[src/rtl/direction_cmd_encoder.sv]
// Debounced, prioritised DE2 key to 2-bit direction command with valid/ready handoff.
// Define CMD_TIMEOUT_EN to abandon an unaccepted command after TIMEOUT_CYCLES.
module direction_cmd_encoder #(
    parameter int DEBOUNCE_CYCLES = 50000,
    parameter int MIN_HOLD_CYCLES = 250000,
    parameter int TIMEOUT_CYCLES  = 1000000
) (
    input  logic       timer,
    input  logic       rst_n,
    input  logic [3:0] key_n,
    input  logic       cmd_ready,
    output logic [1:0] direc,
    output logic       cmd_valid,
    output logic       active,
    output logic       timeout_err
);

    localparam int DEB_N = (DEBOUNCE_CYCLES < 1) ? 1 : DEBOUNCE_CYCLES;
    localparam int DW    = $clog2(DEB_N + 1);
    localparam logic [DW-1:0] DEB_LAST = DW'(DEB_N - 1);
    localparam logic [DW-1:0] DEB_MAX  = DW'(DEB_N);

    localparam int HOLD_N = (MIN_HOLD_CYCLES < 1) ? 1 : MIN_HOLD_CYCLES;
    localparam int HW     = $clog2(HOLD_N + 1);
    localparam logic [HW-1:0] HOLD_LAST = HW'(HOLD_N - 1);

    typedef enum logic [1:0] {IDLE, ISSUE, HOLD, RUN} state_t;

    logic [3:0]    sync1, sync2, keys;
    logic [2:0]    cand, cand_q, deb;
    logic [DW-1:0] deb_cnt;
    logic [HW-1:0] hold_cnt, hold_d;
    logic [1:0]    direc_d;
    logic          err_d;
    state_t        state, state_d;

    always_ff @(posedge timer or negedge rst_n) begin
        if (!rst_n) begin
            sync1 <= 4'hF;
            sync2 <= 4'hF;
        end else begin
            sync1 <= key_n;
            sync2 <= sync1;
        end
    end

    assign keys = ~sync2;

    // {valid, code}; forward+reverse together is a conflict and yields none
    always_comb begin
        cand = 3'b000;
        unique case (1'b1)
            keys[0] && keys[1]:                         cand = 3'b000;
            keys[0] && !keys[1]:                        cand = 3'b100;
            keys[1] && !keys[0]:                        cand = 3'b101;
            !keys[0] && !keys[1] && keys[2]:            cand = 3'b110;
            !keys[0] && !keys[1] && !keys[2] && keys[3]: cand = 3'b111;
            default:                                    cand = 3'b000;
        endcase
    end

    // deb_cnt counts cycles the candidate has been seen unchanged
    always_ff @(posedge timer or negedge rst_n) begin
        if (!rst_n) begin
            cand_q  <= 3'b000;
            deb_cnt <= '0;
            deb     <= 3'b000;
        end else begin
            if (cand != cand_q) begin
                cand_q  <= cand;
                deb_cnt <= DW'(1);
            end else if (deb_cnt != DEB_MAX) begin
                deb_cnt <= deb_cnt + DW'(1);
            end
            if (cand == cand_q && deb_cnt >= DEB_LAST)
                deb <= cand;
        end
    end

`ifdef CMD_TIMEOUT_EN
    localparam int TO_N = (TIMEOUT_CYCLES < 1) ? 1 : TIMEOUT_CYCLES;
    localparam int TW   = $clog2(TO_N + 1);
    localparam logic [TW-1:0] TO_LAST = TW'(TO_N - 1);

    logic [TW-1:0] to_cnt;

    always_ff @(posedge timer or negedge rst_n) begin
        if (!rst_n)
            to_cnt <= '0;
        else if (state == ISSUE)
            to_cnt <= to_cnt + TW'(1);
        else
            to_cnt <= '0;
    end
`endif

    always_comb begin
        state_d = state;
        direc_d = direc;
        hold_d  = hold_cnt;
        err_d   = 1'b0;
        unique case (state)
            IDLE: begin
                if (deb[2]) begin
                    direc_d = deb[1:0];
                    state_d = ISSUE;
                end
            end
            ISSUE: begin
                if (cmd_ready) begin
                    hold_d  = '0;
                    state_d = (MIN_HOLD_CYCLES == 0) ? RUN : HOLD;
                end
`ifdef CMD_TIMEOUT_EN
                else if (to_cnt == TO_LAST) begin
                    err_d   = 1'b1;
                    state_d = IDLE;
                end
`endif
            end
            HOLD: begin
                if (hold_cnt == HOLD_LAST)
                    state_d = RUN;
                else
                    hold_d = hold_cnt + HW'(1);
            end
            RUN: begin
                if (!deb[2]) begin
                    state_d = IDLE;
                end else if (deb[1:0] != direc) begin
                    direc_d = deb[1:0];
                    state_d = ISSUE;
                end
            end
            default: state_d = IDLE;
        endcase
    end

    always_ff @(posedge timer or negedge rst_n) begin
        if (!rst_n) begin
            state       <= IDLE;
            direc       <= 2'b00;
            hold_cnt    <= '0;
            timeout_err <= 1'b0;
        end else begin
            state       <= state_d;
            direc       <= direc_d;
            hold_cnt    <= hold_d;
            timeout_err <= err_d;
        end
    end

    assign cmd_valid = (state == ISSUE);
    assign active    = (state == HOLD) || (state == RUN);

endmodule

[config.mk]
export PLATFORM = sky130hd
export DESIGN_NAME = direction_cmd_encoder
export DESIGN_NICKNAME = d
export VERILOG_FILES = /design/src/rtl/direction_cmd_encoder.sv
export SDC_FILE = /design/constraint.sdc
export NUM_CORES = 1
export LEC_CHECK = 0
export CORE_MARGIN = 1.5
export CORE_UTILIZATION = 37
export CTS_CLUSTER_SIZE = 30
export DETAILED_ROUTE_END_ITERATION = 12
export GPL_TIMING_DRIVEN = 0
export PLACE_DENSITY = 0.58
export SYNTH_ARGS = -nofsm -noshare
export SYNTH_HDL_FRONTEND = slang
export SYNTH_SLANG_ARGS = --single-unit
[constraint.sdc]
create_clock -name timer -period 4.5 [get_ports timer]
set_input_delay 0.9 -clock timer [delete_from_list [all_inputs] [get_ports timer]]
set_output_delay 0.9 -clock timer [all_outputs]
set_load 0.01 [all_outputs]
# Yosys cells after proc, flatten, opt, wreduce, memory -nomap -nowiden
# Cells that the tools add are included.
[word_totals]
ff_bits = 52
output_inout_bits = 5
in_bits = 7
[classes]
n_addsub = 2
magnitude_cmp = 1
n_eq_ne = 15
n_mux = 16
n_reduce_logical = 18
n_bitwise = 1
[op_table]
columns = ["op", "count"]
rows = [
  ["$mux 18", 2],
  ["$pmux 18 s2", 1],
  ["$mux 16", 2],
  ["$add 18x1->18 const B", 1],
  ["$eq 18x18->1 const B", 1],
  ["$add 16x1->16 const B", 1],
  ["$ge 16x16->1 const B", 1],
  ["$mux 2", 8],
  ["$ne 16x16->1 const B", 1],
  ["$ne 2x2->1 const B", 6],
  ["$pmux 3 s4", 1],
  ["$pmux 2 s4", 1],
  ["$reduce_and 4->1", 2],
  ["$logic_and 1x1->1", 7],
  ["$reduce_bool 2->1", 3],
  ["$eq 2x2->1 const B", 2],
  ["$not 4->4", 1],
  ["$pmux 2 s2", 1],
  ["$eq 3x3->1", 1],
  ["$logic_not 1->1", 3],
  ["$ne 3x3->1", 1],
  ["$ne 3x3->1 const B", 1],
  ["$reduce_and 3->1", 1],
  ["$eq 2x1->1 const B", 1],
  ["other kinds (3)", 3],
]

# Logic depth before layout (Yosys ltp)
[logic_depth]
ltp_word = 8
mapped_depth = 8
ltp_nobuf = 7

# Worst setup path after synthesis
# Ideal clock, no wire load.
[synth_timing]
path_kind = "register to output"
startpoint = "register state[0]"
endpoint = "output active"
path_buffers = 1
path_stages_with_launch = 5
path_slack_ps = 2413
arrival_ps = 1187
path_cell_list = "dfrtp_1 inv_1 ha_1 clkbuf_1 or2_2"
[synth_between]
elab_chain_len = 2
word_cells_on_any_way = 3
[synth_lines]
columns = ["element", "line", "text"]
rows = [
  ["start: declaration", "35", "state_t state, state_d;"],
  ["start signal: assignment", "146", "state <= state_d;"],
  ["$eq 2x2->1", "154", "assign active = (state == HOLD) || (state == RUN);"],
  ["$logic_or 1x1->1 (*)", "154", ""],
  ["end: declaration", "14", "output logic active,"],
]
# Every way passes the cells marked *; elsewhere a longest branch is shown, timed or not.

# Final worst setup path
# Ends and elaborated chain as after synthesis.

==> impl_metrics.json <==
{
  "status": "completed",
  "reg2regPathDepth": 8,
  "rsz0062_at_grt": "no",
  "worstHoldEndpoint": "sync2[2]",
  "die_area_sq_mm": 0.00785,
  "clkTransAtPathRegs_ns": 0.10,
  "cp_slowest_stage_delay_ns": 0.53,
  "cp_cell_sequence": "inv_1 > ha_1 > clkbuf_1 > or2_2 > clkdlybuf4s50_1",
  "first_iter_violations": 102,
  "cpMaxStageDelayCell": "clkdlybuf4s50_1",
  "slew_violations": 0,
  "fin_util_pct": 42.4,
  "ctsRootBufferMaster": "clkbuf_8",
  "maxCapViolations": 0,
  "grt_usage_pct": 14.3,
  "place_hpwl_um": 3660,
  "layout_commonest_cell": "dfrtp_1",
  "cts_made_buffers": 5,
  "path_class": "reg2out",
  "r2r-start": "sync2[1]",
  "num_rows": 31,
  "cp.required_ns": 3.60,
  "ys_seq_elements": 52,
  "netlist_instances": 267,
  "crit_fanout": 10,
  "reg2reg_slack_ns": 2.28,
  "die_h_um": 88.6,
  "post-route-min-period_ns": 3.14,
  "syn-num-nets": 283,
  "start_util_pct": 37.8,
  "register_area_sq_mm": 0.00131,
  "die_w_um": 88.6,
  "ir_worst_vdd_mv": 0.0984,
  "cts_htree_levels": 2,
  "port_buffers": 10,
  "finalPower_mw": 0.824,
  "core_area_sq_mm": 0.00718,
  "p_leak_nw": 1.29,
  "antenna_found_initial": 0,
  "clkSinkCount": 52,
  "multiInputGateArea_sq_mm": 0.00133,
  "worstSetupStartpointType": "register",
  "cp_data_arrival_time_ns": 2.24,
  "clkLatencyLatePin_ns": 0.31,
  "post-route-period-util_pct": 69.8,
  "grt_pass1_wl_um": 8690,
  "grt_overflow": 0,
  "endpoint_kind": "output pin",
  "nets": 301,
  "syn_to_final_growth_pct": 12.3,
  "avgSynthCellArea_sq_um": 10.2,
  "p_per_area_mw_per_mm2": 271,
  "reg2reg_to": "deb_cnt[8]",
  "synth_ff_type": "dfrtp_1",
  "dr.pass1.iters": 4,
  "fin_skew_ns": 0.00698,
  "cts_tree": "yes",
  "synthDistinctLibCells": 51,
  "drive_gt1_share_pct": 12.2,
  "min_path_cells": 0,
  "gp_congestion": 0.814,
  "crit_family": "buffers and inverters",
  "syn-cell-area_sq_mm": 0.00271,
  "finalSetupViolations": 0,
  "synth_edf_count": 0,
  "critPathBufInv": 3,
  "hp-start": "sync1[2]",
  "route.detailed.drc": 0,
  "vias": 1946,
  "fill_cells": 717,
  "ctsResizeCount": 0,
  "grt_pass1_vias": 1890,
  "io_pins": 12,
  "post_cts_buffers": 0,
  "detail_route.wl_per_cell_um": 13.1,
  "hold_class": "reg2reg",
  "holdWs_ns": 0.362,
  "synth-warning-count": 0,
  "clockBufferDepth": 2,
  "ant_nets": 0,
  "hold_violations": 0,
  "max_freq_mhz": 318,
  "setup_tns_ns": 0,
  "wirelength_um": 5040,
  "vias_per_cell": 5.05,
  "final_cell_mix": "dfrtp_1, nor2_1, nand2_1",
  "hold_buffers": 0,
  "synthArstFlopShare_pct": 100,
  "grt_max_degree": 41,
  "diodes": 0,
  "synth_seq_area_share_pct": 48.4
}
[worst reg2reg max path: stages, from the launching register on]
cell      delay [ns]
dfstp_2         0.55
inv_1           0.05
ha_1            0.33
a21boi_1        0.10
or3_1           0.37
a2bb2o_1        0.26
buf_2           0.17
buf_2           0.20
nor2_1          0.13
[kinds of logic (layout without fill, tap and decap cells)]
kind of cell / Yosys count / after routing / share of synthesized area [%]
compound gates: 31 / 31 / 8.31
xor+xnor: 26 / 26 / 8.40
fa+ha+maj: 9 / 9 / 4.15
buf+inv: 18 / 37 / 2.72
flops: 52 / 52 / 48.4
mux: 11 / 11 / 4.43
other cells: 1 / 1 / 0.138
simple gates: 119 / 119 / 23.5
[worst max-delay path by stage]
stage,start,endpoint,slack [ns],cells after the start
6_report,state[0],active,1.36,5
4_1_cts,state[0],active,1.34,5
3_5_place_dp,state[0],active,1.71,5
3_3_place_gp,rst_n,cand_q[1],0.91,1
5_1_grt,state[0],active,1.25,5
2_1_floorplan,state[0],active,2.41,4
[state kept, by name (all words and copies together) (netlist names)]
signal / cells
sync2: 4
direc: 2
deb: 3
hold_cnt: 18
deb_cnt: 16
sync1: 4
state: 2
cand_q: 3
[cell usage after synthesis (2+ instances only)]
| library cell | instances | area [sq um] |
|---|---|---|
| and2_1 | 2 | 12.5 |
| inv_1 | 11 | 41.3 |
| mux2_2 | 5 | 56.3 |
| nand4_1 | 5 | 31.3 |
| dfstp_2 | 8 | 210 |
| mux2_1 | 3 | 33.8 |
| mux2i_1 | 3 | 30.0 |
| dfrtp_1 | 44 | 1100 |
| a21oi_1 | 5 | 25.0 |
| a22o_1 | 3 | 26.3 |
| nand2_1 | 19 | 71.3 |
| and4_1 | 4 | 35.0 |
| nor2_1 | 34 | 128 |
| ha_1 | 9 | 113 |
| xor2_1 | 11 | 96.3 |
| buf_2 | 2 | 10.0 |
| a31o_1 | 2 | 17.5 |
| nand3_1 | 13 | 65.1 |
| or3_1 | 3 | 18.8 |
| nor3_1 | 11 | 55.1 |
| nor2b_1 | 2 | 12.5 |
| o211ai_1 | 3 | 22.5 |
| or2_2 | 3 | 18.8 |
| a21boi_1 | 3 | 22.5 |
| or4_1 | 2 | 15.0 |
| nand2b_1 | 4 | 25.0 |
| and3_1 | 4 | 25.0 |
| xnor2_1 | 15 | 131 |
| nor4_1 | 2 | 12.5 |
| and3b_1 | 2 | 17.5 |
| clkbuf_1 | 4 | 15.0 |
| o21ai_0 | 6 | 30.0 |
| and4b_1 | 2 | 20.0 |
[layer usage]
metal  GRT usage (%)  wire [um]
met1            20.3       2550
met2            21.9       2240
met3            2.99        200
met4            4.55         53
met5               0          0
[cell type report]
cell class	count	share of cell area (%)
clock inverters	3	0.822
well taps	99	4.07
flip-flops and latches	52	43.1
repair buffers	11	3.78
multi-input cells	197	43.6
inverters	11	1.36
clock buffers	5	2.26
plain buffers	7	1.07
[report_power, final]
group	switching (mW)	internal [mW]
Combinational	0.0322	0.0229
Clock	0.166	0.114
Sequential	0.00880	0.480
Total	0.207	0.616
[stage by stage]
| stage | cells | worst slack (ns) | area, sq um |
|---|---|---|---|
| floorplan | 267 | 2.41 | 2710 |
| global placement | 376 | 0.909 | 2940 |
| detailed placement | 377 | 1.71 | 2950 |
| CTS | 385 | 1.34 | 3040 |
| global route | 385 | 1.25 | 3040 |
| finish | 385 | 1.36 | 3040 |
Power figures use the tool's default switching activity.
